===== src/rtl/lc3_pkg.sv =====
// Shared types and encodings for the LC3 decode stage.
// Optional macro LC3_DECODE_ILLEGAL_EN (see lc3_decode.sv) does not affect this file.
package lc3_pkg;

    localparam int INSTR_W_DEF = 16;

    typedef enum logic [3:0] {
        OP_BR   = 4'b0000,
        OP_ADD  = 4'b0001,
        OP_LD   = 4'b0010,
        OP_ST   = 4'b0011,
        OP_JSR  = 4'b0100,
        OP_AND  = 4'b0101,
        OP_LDR  = 4'b0110,
        OP_STR  = 4'b0111,
        OP_RTI  = 4'b1000,
        OP_NOT  = 4'b1001,
        OP_LDI  = 4'b1010,
        OP_STI  = 4'b1011,
        OP_JMP  = 4'b1100,
        OP_RES  = 4'b1101,
        OP_LEA  = 4'b1110,
        OP_TRAP = 4'b1111
    } opcode_e;

    localparam logic [1:0] ALU_ADD = 2'b00;
    localparam logic [1:0] ALU_AND = 2'b01;
    localparam logic [1:0] ALU_NOT = 2'b10;

    localparam logic [1:0] PCS1_NONE = 2'b00;
    localparam logic [1:0] PCS1_OFF9 = 2'b01;
    localparam logic [1:0] PCS1_OFF6 = 2'b10;
    localparam logic [1:0] PCS1_ZERO = 2'b11;

    localparam logic PCS2_BASER = 1'b0;
    localparam logic PCS2_NPC   = 1'b1;

    localparam logic OP2_IMM5 = 1'b0;
    localparam logic OP2_REG  = 1'b1;

    typedef struct packed {
        logic [1:0] alu_control;
        logic [1:0] pcselect1;
        logic       pcselect2;
        logic       op2select;
    } e_control_t;

    typedef enum logic [1:0] {
        W_ALU = 2'b00,
        W_PC  = 2'b01,
        W_MEM = 2'b10
    } w_control_t;

    typedef struct packed {
        e_control_t e;
        w_control_t w;
        logic       mem;
    } ctl_t;

endpackage


===== src/rtl/lc3_decode_if.sv =====
// Fetch-to-decode and decode-to-execute bus for the LC3 decode stage.
// illegal_op exists only when LC3_DECODE_ILLEGAL_EN is defined.
interface lc3_decode_if
    import lc3_pkg::*;
#(
    parameter int INSTR_W = INSTR_W_DEF
);
    logic [INSTR_W-1:0] dout;
    logic [INSTR_W-1:0] npc_in;
    logic               instr_valid;
    logic               dec_ready;
    logic [INSTR_W-1:0] ir;
    logic [INSTR_W-1:0] npc_out;
    logic [5:0]         e_control;
    logic [1:0]         w_control;
    logic               mem_control;
    logic               dec_valid;
    logic               ex_ready;
`ifdef LC3_DECODE_ILLEGAL_EN
    logic               illegal_op;
`endif

    modport master (
        output dout, npc_in, instr_valid, ex_ready,
        input  dec_ready, ir, npc_out, e_control, w_control, mem_control, dec_valid
`ifdef LC3_DECODE_ILLEGAL_EN
        , input illegal_op
`endif
    );

    modport slave (
        input  dout, npc_in, instr_valid, ex_ready,
        output dec_ready, ir, npc_out, e_control, w_control, mem_control, dec_valid
`ifdef LC3_DECODE_ILLEGAL_EN
        , output illegal_op
`endif
    );

endinterface


===== src/rtl/lc3_decode_logic.sv =====
// Combinational opcode decoder: opcode + imm flag -> control bundle and illegal flag.
// Illegal opcodes leave every control at zero.
module lc3_decode_logic
    import lc3_pkg::*;
(
    input  logic [3:0] i_opcode,
    input  logic       i_imm_flag,
    output ctl_t       o_ctl,
    output logic       o_illegal
);

    always_comb begin
        o_ctl.e   = '0;
        o_ctl.w   = W_ALU;
        o_ctl.mem = 1'b0;
        o_illegal = 1'b0;
        case (opcode_e'(i_opcode))
            OP_ADD: begin
                o_ctl.e.alu_control = ALU_ADD;
                o_ctl.e.op2select   = ~i_imm_flag;
            end
            OP_AND: begin
                o_ctl.e.alu_control = ALU_AND;
                o_ctl.e.op2select   = ~i_imm_flag;
            end
            OP_NOT: begin
                o_ctl.e.alu_control = ALU_NOT;
                o_ctl.e.op2select   = OP2_REG;
            end
            OP_BR, OP_ST: begin
                o_ctl.e.pcselect1 = PCS1_OFF9;
                o_ctl.e.pcselect2 = PCS2_NPC;
            end
            OP_JMP: begin
                o_ctl.e.pcselect1 = PCS1_ZERO;
                o_ctl.e.pcselect2 = PCS2_BASER;
            end
            OP_LD: begin
                o_ctl.e.pcselect1 = PCS1_OFF9;
                o_ctl.e.pcselect2 = PCS2_NPC;
                o_ctl.w           = W_MEM;
            end
            OP_LDI: begin
                o_ctl.e.pcselect1 = PCS1_OFF9;
                o_ctl.e.pcselect2 = PCS2_NPC;
                o_ctl.w           = W_MEM;
                o_ctl.mem         = 1'b1;
            end
            OP_LDR: begin
                o_ctl.e.pcselect1 = PCS1_OFF6;
                o_ctl.w           = W_MEM;
            end
            OP_LEA: begin
                o_ctl.e.pcselect1 = PCS1_OFF9;
                o_ctl.e.pcselect2 = PCS2_NPC;
                o_ctl.w           = W_PC;
            end
            OP_STI: begin
                o_ctl.e.pcselect1 = PCS1_OFF9;
                o_ctl.e.pcselect2 = PCS2_NPC;
                o_ctl.mem         = 1'b1;
            end
            OP_STR: begin
                o_ctl.e.pcselect1 = PCS1_OFF6;
            end
            OP_JSR, OP_RTI, OP_RES, OP_TRAP: begin
                o_illegal = 1'b1;
            end
        endcase
    end

endmodule


===== src/rtl/lc3_decode.sv =====
// LC3 decode stage: input-side decode, output register plus one-entry skid buffer.
// Define LC3_DECODE_ILLEGAL_EN to present illegal opcodes with illegal_op instead of dropping them.
module lc3_decode
    import lc3_pkg::*;
#(
    parameter int INSTR_W = INSTR_W_DEF
)(
    input  logic         clock,
    input  logic         reset,
    input  logic         enable_decode,
    input  logic         br_taken,
    lc3_decode_if.slave  bus
);

    logic               r_out_valid;
    logic [INSTR_W-1:0] r_out_ir;
    logic [INSTR_W-1:0] r_out_npc;
    ctl_t               r_out_ctl;
    logic               r_skid_valid;
    logic [INSTR_W-1:0] r_skid_ir;
    logic [INSTR_W-1:0] r_skid_npc;
    ctl_t               r_skid_ctl;

    ctl_t w_ctl;
    logic w_illegal;
    logic w_keep;
    logic w_ready;
    logic w_accept;
    logic w_handoff;
    logic w_flow;
    logic w_out_free;
    logic w_ld_out_skid;
    logic w_ld_out_in;
    logic w_ld_skid;

    lc3_decode_logic u_logic (
        .i_opcode   (bus.dout[INSTR_W-1 -: 4]),
        .i_imm_flag (bus.dout[5]),
        .o_ctl      (w_ctl),
        .o_illegal  (w_illegal)
    );

`ifdef LC3_DECODE_ILLEGAL_EN
    assign w_keep = 1'b1;
`else
    assign w_keep = ~w_illegal;
`endif

    // Ready depends only on state so fetch never sees a path from ex_ready.
    assign w_ready       = enable_decode && !r_skid_valid && !reset;
    assign w_accept      = bus.instr_valid && w_ready;
    assign w_handoff     = r_out_valid && bus.ex_ready && enable_decode;
    assign w_flow        = !reset && !br_taken && enable_decode;
    assign w_out_free    = !r_out_valid || w_handoff;
    assign w_ld_out_skid = w_flow && w_out_free && r_skid_valid;
    assign w_ld_out_in   = w_flow && w_out_free && !r_skid_valid && w_accept && w_keep;
    assign w_ld_skid     = w_flow && !w_out_free && w_accept && w_keep;

    always_ff @(posedge clock) begin
        if (reset || br_taken) begin
            r_out_valid  <= 1'b0;
            r_skid_valid <= 1'b0;
        end else if (enable_decode) begin
            if (w_out_free)
                r_out_valid <= w_ld_out_skid || w_ld_out_in;
            if (w_ld_out_skid)
                r_skid_valid <= 1'b0;
            else if (w_ld_skid)
                r_skid_valid <= 1'b1;
        end
    end

    always_ff @(posedge clock) begin
        if (reset) begin
            r_out_ir   <= '0;
            r_out_npc  <= '0;
            r_out_ctl  <= '0;
            r_skid_ir  <= '0;
            r_skid_npc <= '0;
            r_skid_ctl <= '0;
        end else begin
            if (w_ld_out_skid) begin
                r_out_ir  <= r_skid_ir;
                r_out_npc <= r_skid_npc;
                r_out_ctl <= r_skid_ctl;
            end else if (w_ld_out_in) begin
                r_out_ir  <= bus.dout;
                r_out_npc <= bus.npc_in;
                r_out_ctl <= w_ctl;
            end
            if (w_ld_skid) begin
                r_skid_ir  <= bus.dout;
                r_skid_npc <= bus.npc_in;
                r_skid_ctl <= w_ctl;
            end
        end
    end

`ifdef LC3_DECODE_ILLEGAL_EN
    logic r_out_ill;
    logic r_skid_ill;

    always_ff @(posedge clock) begin
        if (reset) begin
            r_out_ill  <= 1'b0;
            r_skid_ill <= 1'b0;
        end else begin
            if (w_ld_out_skid)
                r_out_ill <= r_skid_ill;
            else if (w_ld_out_in)
                r_out_ill <= w_illegal;
            if (w_ld_skid)
                r_skid_ill <= w_illegal;
        end
    end

    assign bus.illegal_op = r_out_ill;
`endif

    assign bus.dec_ready   = w_ready;
    assign bus.dec_valid   = r_out_valid;
    assign bus.ir          = r_out_ir;
    assign bus.npc_out     = r_out_npc;
    assign bus.e_control   = r_out_ctl.e;
    assign bus.w_control   = r_out_ctl.w;
    assign bus.mem_control = r_out_ctl.mem;

endmodule


===== src/flat_wrapper.sv =====
// flat-port wrapper written by rule: the top's interface ports become plain ports
module lc3_decode_flat import lc3_pkg::*;
#(
    parameter int INSTR_W = INSTR_W_DEF
)
  (clock, reset, enable_decode, br_taken, bus_dout, bus_npc_in, bus_instr_valid, bus_ex_ready, bus_dec_ready, bus_ir, bus_npc_out, bus_e_control, bus_w_control, bus_mem_control, bus_dec_valid);
  lc3_decode_if #(.INSTR_W(INSTR_W)) bus_i ();
  input  logic clock;
  input  logic reset;
  input  logic enable_decode;
  input  logic br_taken;
  input wire logic [$bits(bus_i.dout)-1:0] bus_dout;
  input wire logic [$bits(bus_i.npc_in)-1:0] bus_npc_in;
  input wire logic [$bits(bus_i.instr_valid)-1:0] bus_instr_valid;
  input wire logic [$bits(bus_i.ex_ready)-1:0] bus_ex_ready;
  output wire logic [$bits(bus_i.dec_ready)-1:0] bus_dec_ready;
  output wire logic [$bits(bus_i.ir)-1:0] bus_ir;
  output wire logic [$bits(bus_i.npc_out)-1:0] bus_npc_out;
  output wire logic [$bits(bus_i.e_control)-1:0] bus_e_control;
  output wire logic [$bits(bus_i.w_control)-1:0] bus_w_control;
  output wire logic [$bits(bus_i.mem_control)-1:0] bus_mem_control;
  output wire logic [$bits(bus_i.dec_valid)-1:0] bus_dec_valid;
  assign bus_i.dout = bus_dout;
  assign bus_i.npc_in = bus_npc_in;
  assign bus_i.instr_valid = bus_instr_valid;
  assign bus_i.ex_ready = bus_ex_ready;
  assign bus_dec_ready = bus_i.dec_ready;
  assign bus_ir = bus_i.ir;
  assign bus_npc_out = bus_i.npc_out;
  assign bus_e_control = bus_i.e_control;
  assign bus_w_control = bus_i.w_control;
  assign bus_mem_control = bus_i.mem_control;
  assign bus_dec_valid = bus_i.dec_valid;
  lc3_decode #(.INSTR_W(INSTR_W)) u_core (.clock(clock), .reset(reset), .enable_decode(enable_decode), .br_taken(br_taken), .bus(bus_i));
endmodule

===== config.mk =====
export PLATFORM = sky130hd
export DESIGN_NAME = lc3_decode_flat
export DESIGN_NICKNAME = d
export VERILOG_FILES = /design/src/rtl/lc3_pkg.sv /design/src/rtl/lc3_decode_if.sv /design/src/rtl/lc3_decode_logic.sv /design/src/rtl/lc3_decode.sv /design/src/flat_wrapper.sv
export SDC_FILE = /design/constraint.sdc
export NUM_CORES = 1
export LEC_CHECK = 0
export CORE_MARGIN = 3
export CORE_UTILIZATION = 51
export DETAILED_ROUTE_END_ITERATION = 12
export PLACE_DENSITY = 0.8
export RECOVER_POWER = 25
export SETUP_SLACK_MARGIN = 0.5
export SYNTH_ARGS = -nofsm -noshare
export SYNTH_HDL_FRONTEND = slang
export SYNTH_SLANG_ARGS = --single-unit

===== constraint.sdc =====
create_clock -name clock -period 2.6 [get_ports clock]
set_input_delay 0.78 -clock clock [delete_from_list [all_inputs] [get_ports clock]]
set_output_delay 0.78 -clock clock [all_outputs]
set_load 0.005 [all_outputs]

==> results of run 1 <==
==> power groups by stage <==
stage                     Combinational [uW]  Sequential [uW]  Clock (uW)
after floorplan                          173             1350           0
after global placement                   348             1350           0
after detailed placement                 353             1350           0
after CTS                                360             1320        1040
after global routing                     392             1320        1090
final                                    370             1320        1040
==> tightest hold or removal path: cells and delay by family (launching register included) <==
kind	cells	cell delay (ns)
flops	1	0.31
compound gates	2	0.12
==> metal layers <==
metal | up-vias | global-route usage (%) | part of all wire [%]
li1 | 1708 | - | -
met3 | 13 | 4.73 | 7.1
met2 | 162 | 43.9 | 51
met4 | 0 | 7.22 | 1.0
met5 | - | 0 | 0
met1 | 1801 | 32.9 | 41
==> cells by family (layout without fill, tap and decap cells) <==
logic type	after synthesis	count (layout)	share of synthesized area, %
xor gates and xnor gates	1	1	0.224
buffers and inverters	50	135	5.84
AOI/OAI and AO/OA	169	169	29.6
and+or+nand+nor	76	76	11.0
DFF	84	84	42.9
muxes	41	41	10.5
==> stage by stage <==
step | total power (uW) | setup TNS (ns) | worst slack, ns | cell area, sq um | instances
floorplan | 1520 | 0 | 0.356 | 3970 | 421
global placement | 1700 | -4.86 | -0.127 | 4990 | 583
detailed placement | 1700 | -7.31 | -0.209 | 4990 | 583
CTS | 2720 | 0 | 0.489 | 5290 | 601
global route | 2810 | 0 | 0.366 | 5330 | 605
finish | 2730 | 0 | 0.393 | 5330 | 605
==> flip-flops by register name (all words and copies together) (netlist names) <==
signal                  count
u_core.bus.npc_out         16
u_core.r_skid_ctl           9
u_core.r_skid_valid         1
u_core.bus.mem_control      1
u_core.bus.dec_valid        1
u_core.r_skid_ir           16
u_core.bus.e_control        6
u_core.bus.ir              16
u_core.r_skid_npc          16
u_core.bus.w_control        2
==> final cells by class <==
type	instances	area, sq um	area share, %
multi-input combinational	287	2070	38.9
tap	99	124	2.33
timing repair buffer	117	1220	23.0
sequential	84	1680	31.6
inverter	2	7.51	0.141
clock inverter	5	75.1	1.41
clock buffer	11	141	2.65
==> how the worst max path moves through the flow <==
stage                   from                                  end
5_1_grt        enable_decode    u_core.r_skid_ctl[8]$_SDFFE_PP0P_
3_5_place_dp    bus_dout[15]  u_core.bus.npc_out[14]$_SDFFE_PP0P_
6_report       enable_decode    u_core.r_skid_npc[7]$_SDFFE_PP0P_
2_1_floorplan   bus_dout[12]       u_core.bus.ir[10]$_SDFFE_PP0P_
4_1_cts             br_taken   u_core.bus.npc_out[7]$_SDFFE_PP0P_
3_3_place_gp   enable_decode                        bus_dec_ready
==> cells in the mapped netlist (2+ instances only) <==
cell and n:
sky130_fd_sc_hd__a211oi_1 2, sky130_fd_sc_hd__a211oi_2 39, sky130_fd_sc_hd__a21oi_1 83, sky130_fd_sc_hd__and2_1 3
sky130_fd_sc_hd__buf_2 3, sky130_fd_sc_hd__buf_6 5, sky130_fd_sc_hd__clkbuf_1 40, sky130_fd_sc_hd__dfxtp_1 84
sky130_fd_sc_hd__inv_1 2, sky130_fd_sc_hd__mux2i_1 41, sky130_fd_sc_hd__nand2_1 3, sky130_fd_sc_hd__nand2b_1 5
sky130_fd_sc_hd__nand3_1 40, sky130_fd_sc_hd__nor2_1 4, sky130_fd_sc_hd__nor2b_1 2, sky130_fd_sc_hd__nor3_1 4
sky130_fd_sc_hd__nor3b_1 4, sky130_fd_sc_hd__nor4_1 2, sky130_fd_sc_hd__o21ai_0 39, sky130_fd_sc_hd__o22ai_1 2
==> repair_timing <==
item / in CTS / in global routing
setup buffers: 0 / 0
setup endpoints to repair: 85 / 77
hold buffers: 0 / 0
resized for setup: 28 / 9
pin swaps: 6 / 6
cloned: 2 / 4
==> results.toml, run 1 <==
[status]
status = "completed"

[clock_network]
cts_num_sinks = 84
cts-buffers-inserted = 9
cts.clk_slew.worst_paths_ns = 0.08
clock_tree.htree_level_count = 3
cts.path.max_buffers = 2
worst_skew_pair.late_latency_ns = 0.36
cts_tree = "built"
clock_root_buffer = "sky130_fd_sc_hd__clkbuf_8"

[global_routing]
via_count_of_the_first_global_routing_pass = 3548
antenna_found_initial = 0
maximum_number_of_pins_on_one_net_before_global_route_repair = 43
gr-total-overflow = 0
grt_first_pass_wirelength_mm = 17.8
grtUsageTotal_pct = 25.6

[setup_path]
reg2reg_setup_slack_ns = 0.56
timing.critical_path.buf_inv = 3
timing.critical_path.cells = "clkdlybuf4s15_1 -> nand2b_1 -> clkbuf_1 -> or4_1 -> clkbuf_2 -> o21ai_0 -> a21oi_1"
crit-reg2reg-capture = "u_core.r_skid_npc[7]$_SDFFE_PP0P_"
critical_path.top_delay_family = "buffers and inverters"
ff2ff_path_depth = 6
required_ns = 2.83
slowest_stage = "sky130_fd_sc_hd__or4_1"
worstSetupPathDepth = 7
criticalPathCategory = "primary input to flip-flop"
worst_setup_path_start_kind = "primary input"
timing.critical_path.to_type = "flip-flop"
cp_data_arrival_time_ns = 2.44
worstPathMaxFanout = 21
cpPeakStageDelay_ns = 0.50
r2r-start = "u_core.r_skid_valid$_SDFFE_PP0P_"

[power]
p_leak_uw = 0.00201
swShare_pct = 25.1
fraction_of_power_consumed_by_combinational_cells_pct = 13.5
power.share.sequential_pct = 48.3
cellPowerDensity_mw_per_mm2 = 513
worst_ir_drop_vdd_mv = 0.397
internal_power_uw = 2040
p_clk_share_pct = 38.1
power_switching_uw = 687

[floorplanning]
dieArea_sq_mm = 0.00877
ios = 81
num_rows = 31
initial_core_util_pct = 53.2
die_y_um = 93.7
floorplan.core_area_sq_mm = 0.00737
die_x_um = 93.7

[cells_and_area]
nFillCells = 551
flow.area_growth_from_synthesis_pct = 36.0
diodes = 0
leading_cell_types_in_the_layout_fill_and_taps_excluded = "sky130_fd_sc_hd__dfxtp_1 (84), sky130_fd_sc_hd__a21oi_1 (82), sky130_fd_sc_hd__clkdlybuf4s50_1 (71)"
layout_commonest_cell = "sky130_fd_sc_hd__dfxtp_1"
nets = 539
drive_above_1_share_pct = 20.9
final_core_utilization_pct = 72.3

[synthesis]
post-synth-top-area-cell = "sky130_fd_sc_hd__dfxtp_1"
postSynthRegisterBits = 84
syn-cell-area_sq_mm = 0.00392
number_of_synthesized_flops_with_an_enable_pin = 0
syn_area_per_cell_sq_um = 9.31
ys.flop_type = "sky130_fd_sc_hd__dfxtp_1"
syn-instance-count = 421
yosys_warnings = 0
synth_async_sr_flop_share_pct = 0
synth-seq-area-share_pct = 42.9
synth_top_cell_area_share_pct = 42.9
post_synth_num_cell_types = 34
synth_area_leaders = "sky130_fd_sc_hd__dfxtp_1 (43%), sky130_fd_sc_hd__a211oi_2 (12%), sky130_fd_sc_hd__a21oi_1 (11%)"
syn_nets = 459

[sta]
min_period_over_period_pct = 84.9
hold_violations = 0
worst-slew-pin-transition_ns = 0.562
holdWs_ns = 0.478
final_period_minus_worst_setup_slack_ns = 2.21
timing.clock.skew_ns = 0.0107
achievable-frequency_ghz = 0.453
setup_viol = 0
finalMaxSlewViolations = 0
rsz0062_at_grt = "yes"
max_slew_margin_pct = 62.5

[detailed_routing]
via_per_inst = 6.09
firstDrtPassIters = 5
finalWirelength_mm = 11.8
dr_total_vias = 3684
first_iter_violations = 255
ant_nets = 0
drc = 0
routedWlPerCell_um = 19.5

[worst_hold_path]
min_delay_path_depth = 2
worst_hold_path_type = "flip-flop to flip-flop"
min_to = "u_core.r_skid_ir[9]$_SDFFE_PP0P_"
worst_hold_startpoint = "u_core.r_skid_ir[9]$_SDFFE_PP0P_"

[placed_design]
hpwl_mm = 6.86
gp_weighted_congestion = 0.872
placement.io_buffers = 80

[flow_run]
max_capacitance_violation_count = 0
(Power assumes the default switching activity.)
==> inputs of run 2 (changes only) <==
- CORE_UTILIZATION: 51 -> 46
- PLACE_DENSITY: 0.8 -> 0.76
- clock period: 2.6 -> 1.95 ns (I/O delays scaled with it)
==> results.toml, run 2 (same netlist as run 1, synthesis figures left out) <==
[setup_path]
timing.critical_path.to_type = "flip-flop"
required_ns = 2.22
slowest_stage = "sky130_fd_sc_hd__or4b_4"
worst_setup_path_start_kind = "primary input"
worstPathMaxFanout = 7
crit_path_frequent_cell = "sky130_fd_sc_hd__buf_6"
cp_data_arrival_time_ns = 2.33
reg2reg_setup_slack_ns = 0.04
timing.critical_path.cells = "buf_8 -> or4b_4 -> buf_4 -> buf_6 -> nand4_1 -> buf_6 -> buf_6 -> buf_8 -> o21ai_0 -> a21oi_1"
criticalPathCategory = "primary input to flip-flop"
cpPeakStageDelay_ns = 0.54

[sta]
hold_violations = 0
worst_slack_ns = -0.105
timing.clock.skew_ns = 0.0155
max_slew_margin_pct = 51.9
final_period_minus_worst_setup_slack_ns = 2.06
finalMaxSlewViolations = 0
min_period_over_period_pct = 105
achievable-frequency_ghz = 0.487
worst-slew-pin-transition_ns = 0.722
setup_viol = 4
rsz0062_at_grt = "yes"
holdWs_ns = 0.474

[global_routing]
gr-total-overflow = 0
antenna_found_initial = 0
grtUsageTotal_pct = 28.2
via_count_of_the_first_global_routing_pass = 4136
grt_first_pass_wirelength_mm = 21.7
maximum_number_of_pins_on_one_net_before_global_route_repair = 54

[detailed_routing]
drc = 0
firstDrtPassIters = 4
ant_nets = 0
finalWirelength_mm = 14.2
routedWlPerCell_um = 21.3
via_per_inst = 6.11
dr_total_vias = 4058
first_iter_violations = 276

[clock_network]
worst_skew_pair.late_latency_ns = 0.37
cts.path.max_buffers = 2
clock_root_buffer = "sky130_fd_sc_hd__clkbuf_8"
cts-buffers-inserted = 9
cts_hold_buf = 0
cts_tree = "built"
cts.clk_slew.worst_paths_ns = 0.09
cts_num_sinks = 84
clock_tree.htree_level_count = 3

[power]
cellPowerDensity_mw_per_mm2 = 614
worst_ir_drop_vdd_mv = 0.414
p_leak_uw = 0.00247

[status]
status = "finished with violations"
violations_in_the_final_reports = "negative setup slack"

[cells_and_area]
leading_cell_types_in_the_layout_fill_and_taps_excluded = "sky130_fd_sc_hd__dfxtp_1 (71), sky130_fd_sc_hd__a21oi_1 (60), sky130_fd_sc_hd__buf_4 (55)"
drive_above_1_share_pct = 51.5
finish.instance_area_sq_mm = 0.00609
flow.area_growth_from_synthesis_pct = 55.5
diodes = 0
nFillCells = 599
final_core_utilization_pct = 73.8
nets = 592
finalNonFillerCells = 664
layout_commonest_cell = "sky130_fd_sc_hd__dfxtp_1"

[placed_design]
placement.io_buffers = 80
placement.setup.worst_slack_ns = -0.660
post-place-cells = 607
hpwl_mm = 7.47
placed_area_sq_mm = 0.00531
gp_weighted_congestion = 0.854

[floorplanning]
die_x_um = 98.3
ios = 81
floorplan.core_area_sq_mm = 0.00826
dieArea_sq_mm = 0.00966
initial_core_util_pct = 47.5
num_rows = 33
die_y_um = 98.3

[worst_hold_path]
worst_hold_path_type = "flip-flop to flip-flop"

[flow_run]
max_capacitance_violation_count = 0
-- run 2: changes by cell type in the layout (fill, tap and decap cells not counted), sizes merged --
cell	before	now
buf	35	135
clkinvlp	0	1
clkbuf	17	13
bufinv	2	1
clkinv	3	2
dlymetal6s2s	2	1
clkdlybuf4s50	71	29
inv	2	3
-- run 2: path summary, 6_finish.rpt --
path              cells after the start                         startpoint                           endpoint
setup / recovery                     10                       bus_dout[13]   u_core.r_skid_ir[1]$_SDFFE_PP0P_
hold / removal                        2  u_core.r_skid_ctl[6]$_SDFFE_PP0P_  u_core.r_skid_ctl[6]$_SDFFE_PP0P_
setup reg to reg                      7   u_core.r_skid_valid$_SDFFE_PP0P_   u_core.r_skid_ir[1]$_SDFFE_PP0P_
hold reg to reg                       2  u_core.r_skid_ctl[6]$_SDFFE_PP0P_  u_core.r_skid_ctl[6]$_SDFFE_PP0P_
-- run 2: per-stage QoR --
step | power, uW | TNS, ns
finish | 3740 | -0.156
CTS | 3680 | 0
global route | 3850 | -0.335
floorplan | 2060 | -3.94
detailed placement | 2300 | -52.76
global placement | 2290 | -47.51
-- run 2: report_power, final --
group          internal, uW  total [uW]  leakage [uW]  switching (uW)
logic                   311         656       0.00169             345
clock network           633        1320     0.0000999             689
registers              1740        1760      0.000685            16.7
-- run 2: final cells by class --
class	instances	area, sq um	share of cell area, %
multi-input cells	287	2420	39.7
flip-flops and latches	84	1700	27.9
repair buffers	170	1640	26.8
clock buffers	11	141	2.32
well taps	105	131	2.16
clock inverters	5	60.1	0.986
inverters	2	7.51	0.123
-- run 2: layer usage --
metal | GRT usage, % | share of wire (%) | vias to the layer above | wire length, um
met5 | 0 | 0 | - | 0
met4 | 11.4 | 3.5 | 0 | 500
met3 | 5.64 | 6.2 | 45 | 878
met2 | 48.3 | 49 | 180 | 6960
met1 | 34.5 | 41 | 2005 | 5810
li1 | - | - | 1828 | -
-- run 2: critical path: cells and delay by family --
family	cells	cell delay, ns
buf+inv	6	0.76
simple gates	2	0.62
compound gates	2	0.35
-- run 2: what timing repair did --
action | in CTS | in global routing
hold endpoints to repair | 0 | 0
pin swaps | 39 | 19
cloned | 9 | 1
gates resized for setup | 328 | 25
buffers inserted | 30 | 1
setup endpoints to repair | 127 | 87
